File: src/rtl/dcache_pkg.sv
// -----------------------------------------------------------------------------
// dcache_pkg
// Shared types and constants for the uncached data-side memory interface.
//   AXI_TYPE_WORD : bridge transfer-size code for a single 32-bit word
//   rd_state_t    : read engine state encoding
//   wb_entry_t    : one posted-write buffer entry (word address, strobes, data)
// -----------------------------------------------------------------------------
package dcache_pkg;

    localparam logic [2:0] AXI_TYPE_WORD = 3'b010;

    typedef enum logic [1:0] {
        R_IDLE = 2'd0,
        R_REQ  = 2'd1,
        R_DATA = 2'd2
    } rd_state_t;

    typedef struct packed {
        logic [29:0] addr;
        logic [3:0]  strb;
        logic [31:0] data;
    } wb_entry_t;

endpackage

File: src/rtl/dcache_wbuf_fifo.sv
// -----------------------------------------------------------------------------
// dcache_wbuf_fifo
// Posted-write FIFO. Holds stores until the bus bridge takes them and exposes
// every entry's word address with a valid bit so loads can be checked against
// pending stores.
// Ports:
//   clock, resetn : clock, asynchronous active-low reset
//   i_push/i_entry: enqueue one entry (ignored when full)
//   i_pop         : dequeue the head entry (ignored when empty)
//   o_full/o_empty: occupancy flags from the registered count
//   o_head        : current head entry
//   o_vld/o_addrs : per-slot valid bit and word address for hazard compare
// -----------------------------------------------------------------------------
module dcache_wbuf_fifo
    import dcache_pkg::*;
#(
    parameter int DEPTH = 4,
    parameter int PTR_W = $clog2(DEPTH)
) (
    input  logic                    clock,
    input  logic                    resetn,
    input  logic                    i_push,
    input  wb_entry_t               i_entry,
    input  logic                    i_pop,
    output logic                    o_full,
    output logic                    o_empty,
    output wb_entry_t               o_head,
    output logic [DEPTH-1:0]        o_vld,
    output logic [DEPTH-1:0][29:0]  o_addrs
);

    logic [PTR_W-1:0] r_wr_ptr;
    logic [PTR_W-1:0] r_rd_ptr;
    logic [PTR_W:0]   r_count;
    logic [DEPTH-1:0] r_vld;
    wb_entry_t        r_mem [DEPTH];

    logic w_push;
    logic w_pop;

    assign o_full  = (r_count == (PTR_W+1)'(DEPTH));
    assign o_empty = (r_count == '0);
    assign w_push  = i_push && !o_full;
    assign w_pop   = i_pop && !o_empty;

    // Pointers wrap naturally because DEPTH is a power of two.
    always_ff @(posedge clock or negedge resetn) begin
        if (!resetn) begin
            r_wr_ptr <= '0;
            r_rd_ptr <= '0;
            r_count  <= '0;
            r_vld    <= '0;
        end else begin
            if (w_push) begin
                r_wr_ptr        <= r_wr_ptr + PTR_W'(1);
                r_vld[r_wr_ptr] <= 1'b1;
            end
            // Push and pop never target the same slot: a push needs a free
            // slot and a pop needs an occupied one, so when both happen the
            // pointers differ.
            if (w_pop) begin
                r_rd_ptr        <= r_rd_ptr + PTR_W'(1);
                r_vld[r_rd_ptr] <= 1'b0;
            end
            case ({w_push, w_pop})
                2'b10:   r_count <= r_count + (PTR_W+1)'(1);
                2'b01:   r_count <= r_count - (PTR_W+1)'(1);
                default: r_count <= r_count;
            endcase
        end
    end

    // Storage carries no reset; slots are only observed while their valid bit is set.
    always_ff @(posedge clock) begin
        if (w_push) begin
            r_mem[r_wr_ptr] <= i_entry;
        end
    end

    assign o_head = r_mem[r_rd_ptr];
    assign o_vld  = r_vld;

    always_comb begin
        o_addrs = '0;
        for (int i = 0; i < DEPTH; i++) begin
            o_addrs[i] = r_mem[i].addr;
        end
    end

endmodule

File: src/rtl/dcache_wbuf.sv
// -----------------------------------------------------------------------------
// dcache_wbuf
// Uncached data-side interface between the LSU dcache port and the AXI bridge.
// Stores are posted into a write buffer and retire on acceptance; loads run
// through a single-outstanding read engine and stall while any buffered store
// targets the same word.
// Ports:
//   CPU side   : valid/ready/op/addr/awstrb/wdata, rvalid/rdata
//   Status     : wb_empty (no buffered store, nothing on the bus)
//   Read bus   : rd_req/rd_type/rd_addr/rd_rdy, ret_valid/ret_last/ret_data
//   Write bus  : wr_req/wr_type/wr_addr/wr_wstrb/wr_data/wr_rdy
// -----------------------------------------------------------------------------
module dcache_wbuf
    import dcache_pkg::*;
#(
    parameter  int WB_DEPTH = 4,
    localparam int PTR_W    = $clog2(WB_DEPTH)
) (
    input  logic         clock,
    input  logic         resetn,
    input  logic         valid,
    output logic         ready,
    input  logic         op,
    input  logic [31:0]  addr,
    input  logic [3:0]   awstrb,
    input  logic [31:0]  wdata,
    output logic         rvalid,
    output logic [31:0]  rdata,
    output logic         wb_empty,
    output logic         rd_req,
    output logic [2:0]   rd_type,
    output logic [31:0]  rd_addr,
    input  logic         rd_rdy,
    input  logic         ret_valid,
    input  logic         ret_last,
    input  logic [31:0]  ret_data,
    output logic         wr_req,
    output logic [2:0]   wr_type,
    output logic [31:0]  wr_addr,
    output logic [3:0]   wr_wstrb,
    output logic [127:0] wr_data,
    input  logic         wr_rdy
);

    rd_state_t r_state;
    rd_state_t w_state_nxt;
    logic [29:0] r_rd_addr;

    logic                       w_full;
    logic                       w_empty;
    wb_entry_t                  w_head;
    wb_entry_t                  w_entry;
    logic [WB_DEPTH-1:0]        w_vld;
    logic [WB_DEPTH-1:0][29:0]  w_addrs;
    logic                       w_hazard;
    logic                       w_wr_acc;
    logic                       w_rd_acc;
    logic                       w_pop;
    logic                       w_unused;

    assign w_unused = &{1'b0, addr[1:0]};

    assign w_entry  = '{addr: addr[31:2], strb: awstrb, data: wdata};
    // No full-bypass: a simultaneous pop does not free a slot for this cycle.
    assign w_wr_acc = valid && op && !w_full;
    assign w_rd_acc = valid && !op && (r_state == R_IDLE) && !w_hazard;
    assign w_pop    = !w_empty && wr_rdy;
    assign ready    = w_wr_acc || w_rd_acc;

    dcache_wbuf_fifo #(
        .DEPTH (WB_DEPTH),
        .PTR_W (PTR_W)
    ) u_fifo (
        .clock   (clock),
        .resetn  (resetn),
        .i_push  (w_wr_acc),
        .i_entry (w_entry),
        .i_pop   (w_pop),
        .o_full  (w_full),
        .o_empty (w_empty),
        .o_head  (w_head),
        .o_vld   (w_vld),
        .o_addrs (w_addrs)
    );

    // A load must not overtake any buffered store to the same word.
    always_comb begin
        w_hazard = 1'b0;
        for (int i = 0; i < WB_DEPTH; i++) begin
            if (w_vld[i] && (w_addrs[i] == addr[31:2])) begin
                w_hazard = 1'b1;
            end
        end
    end

    // Read engine: state register
    always_ff @(posedge clock or negedge resetn) begin
        if (!resetn) begin
            r_state <= R_IDLE;
        end else begin
            r_state <= w_state_nxt;
        end
    end

    always_ff @(posedge clock) begin
        if (w_rd_acc) begin
            r_rd_addr <= addr[31:2];
        end
    end

    // Read engine: next state
    always_comb begin
        w_state_nxt = r_state;
        case (r_state)
            R_IDLE:  if (w_rd_acc)              w_state_nxt = R_REQ;
            R_REQ:   if (rd_rdy)                w_state_nxt = R_DATA;
            R_DATA:  if (ret_valid && ret_last) w_state_nxt = R_IDLE;
            default:                            w_state_nxt = R_IDLE;
        endcase
    end

    // Read engine: outputs, all derived from registered state so reset clears them at once.
    always_comb begin
        rd_req = (r_state == R_REQ);
        rvalid = (r_state == R_DATA) && ret_valid && ret_last;
    end

    assign rd_type  = AXI_TYPE_WORD;
    assign rd_addr  = {r_rd_addr, 2'b00};
    assign rdata    = ret_data;

    assign wb_empty = w_empty;
    assign wr_req   = !w_empty;
    assign wr_type  = AXI_TYPE_WORD;
    assign wr_addr  = {w_head.addr, 2'b00};
    assign wr_wstrb = w_head.strb;
    assign wr_data  = {96'b0, w_head.data};

endmodule

File: config.mk
export PLATFORM = sky130hd
export DESIGN_NAME = dcache_wbuf
export DESIGN_NICKNAME = d
export VERILOG_FILES = /design/src/rtl/dcache_pkg.sv /design/src/rtl/dcache_wbuf_fifo.sv /design/src/rtl/dcache_wbuf.sv
export SDC_FILE = /design/constraint.sdc
export NUM_CORES = 1
export LEC_CHECK = 0
export ABC_CLOCK_PERIOD_IN_PS = 3850
export BUFFER_PORTS_ARGS = -buffer_cell sky130_fd_sc_hd__buf_4
export CAP_MARGIN = 20
export CORE_MARGIN = 2
export CORE_UTILIZATION = 55
export CTS_BUF_LIST = sky130_fd_sc_hd__clkbuf_4 sky130_fd_sc_hd__clkbuf_8
export DETAILED_ROUTE_END_ITERATION = 8
export PLACE_DENSITY_LB_ADDON = 0.12
export REMOVE_ABC_BUFFERS = 1
export SLEW_MARGIN = 25
export SYNTH_ARGS = -nofsm -noshare
export SYNTH_HDL_FRONTEND = slang
export SYNTH_SLANG_ARGS = --single-unit
File: constraint.sdc
create_clock -name clock -period 3.85 [get_ports clock]
set_input_delay 1.155 -clock clock [delete_from_list [all_inputs] [get_ports clock]]
set_output_delay 1.155 -clock clock [all_outputs]
set_load 0.03 [all_outputs]
==> results.yml <==
critical_path:
  critPathLaunchType: "input port"
  worst_setup_path_end_kind: "output pin"
  setup.worst_path.class: "in2out"
  critPathRequiredTime_ns: 2.69
  arrival_ns: 2.62
  r2r_slack_ns: 1.42
  critical_path.max_fanout: 2
floorplanning:
  die_x_um: 162
  die-area_um2: 26400
  io-pin-count: 347
  initial_core_util_pct: 55.5
  die_y_um: 162
  rows: 58
  core_area_um2: 24900
worst_hold_path:
  holdCritPathClass: "in2async"
layout:
  mostFrequentLayoutCell: "edfxtp_1"
  fin_nets: 1070
  fillerInstances: 1812
  syn2layout_area_growth_pct: 15.6
  drive_above_1_share_pct: 39.1
  antenna_cells: 0
  final_cell_mix: "edfxtp_1, buf_4, conb_1"
synth:
  synthMuxAreaShare_pct: 10.8
  async_flop_share_pct: 4.23
  synth_area_um2: 13800
  synth_xor_area_share_pct: 8.58
  synth.distinct_cells: 34
  seq_area_frac_synth_pct: 66.3
  synth_top_area_share_pct: 63.9
  synth-edff-count: 294
  synth_area_leaders: "edfxtp_1, mux4_2, buf_4"
  synth-adder-area-share_pct: 0.960
  synth-compound-area-share_pct: 0.661
  yosysWarnings: 0
  syn_inst: 771
  synthSimpleGateAreaFrac_pct: 2.57
  avgSynthCellArea_um2: 17.9
  synth_top_family_by_area: "multiplexers"
  synth_seq_cells: 307
  synth_flop_cell: "edfxtp_1"
  yosys.area.top_type: "edfxtp_1"
timing:
  tightest_slew_ns: 0.650
  fin_skew_ns: 0.0227
  rsz0062_at_grt: "yes"
  period_minus_slack_ns: 3.78
  fin_ws_ns: 0.0731
  maxSlewHeadroom_pct: 56.7
  drv_slew: 0
  hold_violations: 0
  finalCritPeriodShare_pct: 98.1
  fin_hold_ws_ns: 0.432
  fmax_ghz: 0.265
  setup_viol: 0
clocking:
  cts_buffers: 50
  htree_num_levels: 2
  clk_pin_slew_ns: 0.06
  clock_path_buffers: 3
  cts_tree: "yes"
  cts-root-buf: "clkbuf_8"
  cts.sinks: 307
  clock_latency_ns: 0.56
place:
  port_buffers: 174
  hpwl_mm: 19.8
  gp_congestion: 0.821
  preCtsSetupSlack_ns: -0.162
grt:
  antenna_found_initial: 0
  first_global_vias: 7111
  grt_pass1_wl_mm: 43.3
  gr-usage-all-layers_pct: 22.3
  overflow: 0
  grt_max_degree: 42
power:
  peakVddDrop_uv: 453
  power_leakage_uw: 0.00578
  power_density_nw_per_um2: 687
  finalPower_uw: 11000
routing:
  detail_route.wl_per_cell_um: 22.1
  drt_wl_total_mm: 29.2
  via_per_inst: 5.23
  vias: 6908
  drc: 0
  drtPass1Iterations: 5
  drtAntennaViolNets: 0
  drt_iter0_markers: 390
flow_run:
  drv_cap: 0
status:
  status: "completed"
cell usage after synthesis, types with 3 or more instances:
cell type	number
and2_1	5
buf_1	3
buf_2	21
buf_4	140
buf_6	16
dfrtp_1	13
edfxtp_1	294
ha_1	9
inv_1	11
mux4_2	66
nand2_1	7
nand4_1	26
nor4_1	12
xnor2_1	89
xnor2_2	12
xor2_1	24
critical path: stages:
cell and delay (ns):
buf_8 0.10, xnor2_2 0.14, buf_4 0.15, nand4_1 0.12, nor4_2 0.30, buf_4 0.17, nand4_1 0.11, nand4_2 0.17
nand2_2 0.07, buf_6 0.14
final timing paths:
| check | start | endpoint | depth (start not counted) |
|---|---|---|---|
| max in group asynchronous | resetn | u_fifo.r_rd_ptr[0]$_DFFE_PN0P_ | 1 |
| hold reg to reg | u_fifo.r_count[2]$_DFFE_PN0P_ | u_fifo.r_count[2]$_DFFE_PN0P_ | 1 |
| hold / removal | resetn | r_state[1]$_DFFE_PN0P_ | 1 |
| setup reg to reg | u_fifo.r_mem[2][59]$_DFFE_PP_ | r_rd_addr[22]$_DFFE_PP_ | 11 |
| min in group clock | u_fifo.r_count[2]$_DFFE_PN0P_ | u_fifo.r_count[2]$_DFFE_PN0P_ | 1 |
| setup / recovery | addr[28] | ready | 10 |
area by class of cell:
| class | instances | area, µm² | area share (%) |
|---|---|---|---|
| clock buffer | 72 | 860 | 5.38 |
| clock inverter | 20 | 114 | 0.713 |
| inverter | 11 | 41.3 | 0.259 |
| multi-input combinational | 376 | 3740 | 23.4 |
| sequential | 307 | 9160 | 57.3 |
| tap | 330 | 413 | 2.59 |
| timing repair buffer | 206 | 1650 | 10.3 |
flip-flops by register name, indices dropped and copies added, names as in the netlist:
register	cells
u_fifo.o_vld	4
r_state	2
r_rd_addr	30
u_fifo.r_mem	264
u_fifo.r_wr_ptr	2
u_fifo.r_count	3
u_fifo.r_rd_ptr	2
metrics by stage:
| stage | cell area (µm²) | util [%] | std cells | setup TNS [ns] |
|---|---|---|---|---|
| after floorplan | 12900 | - | 694 | -49.57 |
| after global placement | 14900 | 59.9 | 1229 | -0.168 |
| after detailed placement | 14900 | 59.9 | 1229 | -0.162 |
| after CTS | 15900 | 63.9 | 1321 | 0 |
| after global routing | 16000 | 64.2 | 1322 | -0.0319 |
| final | 16000 | 64.2 | 1322 | 0 |
layer usage:
layer  vias up  global-route usage [%]  routed length (µm)
met4         0                    5.15                 435
met5         -                       0                   0
met3        38                    7.74                2860
met1      3526                    29.0               11400
met2       313                    36.6               14500
li1       3031                       -                   -
power by group:
group          switching (µW)  total [µW]  internal, µW
sequential                287        4380          4100
clock                    1230        2730          1500
combinational            2250        3860          1610
timing repair:
action | CTS | global route
gates resized for setup | 4 | 10
hold buffers | 0 | 0
pin swaps | 1 | 6
endpoints found under the hold margin | 0 | 0
buffers inserted | 0 | 1
setup endpoints to repair | 1 | 1
kinds of logic after synthesis:
logic type | after synthesis
mux | 67
flops | 307
compound gates | 10
buf+inv | 192
simple gates | 58
fa+ha+maj | 10
other cells | 2
xor+xnor | 125
(Power assumes the default switching activity.)
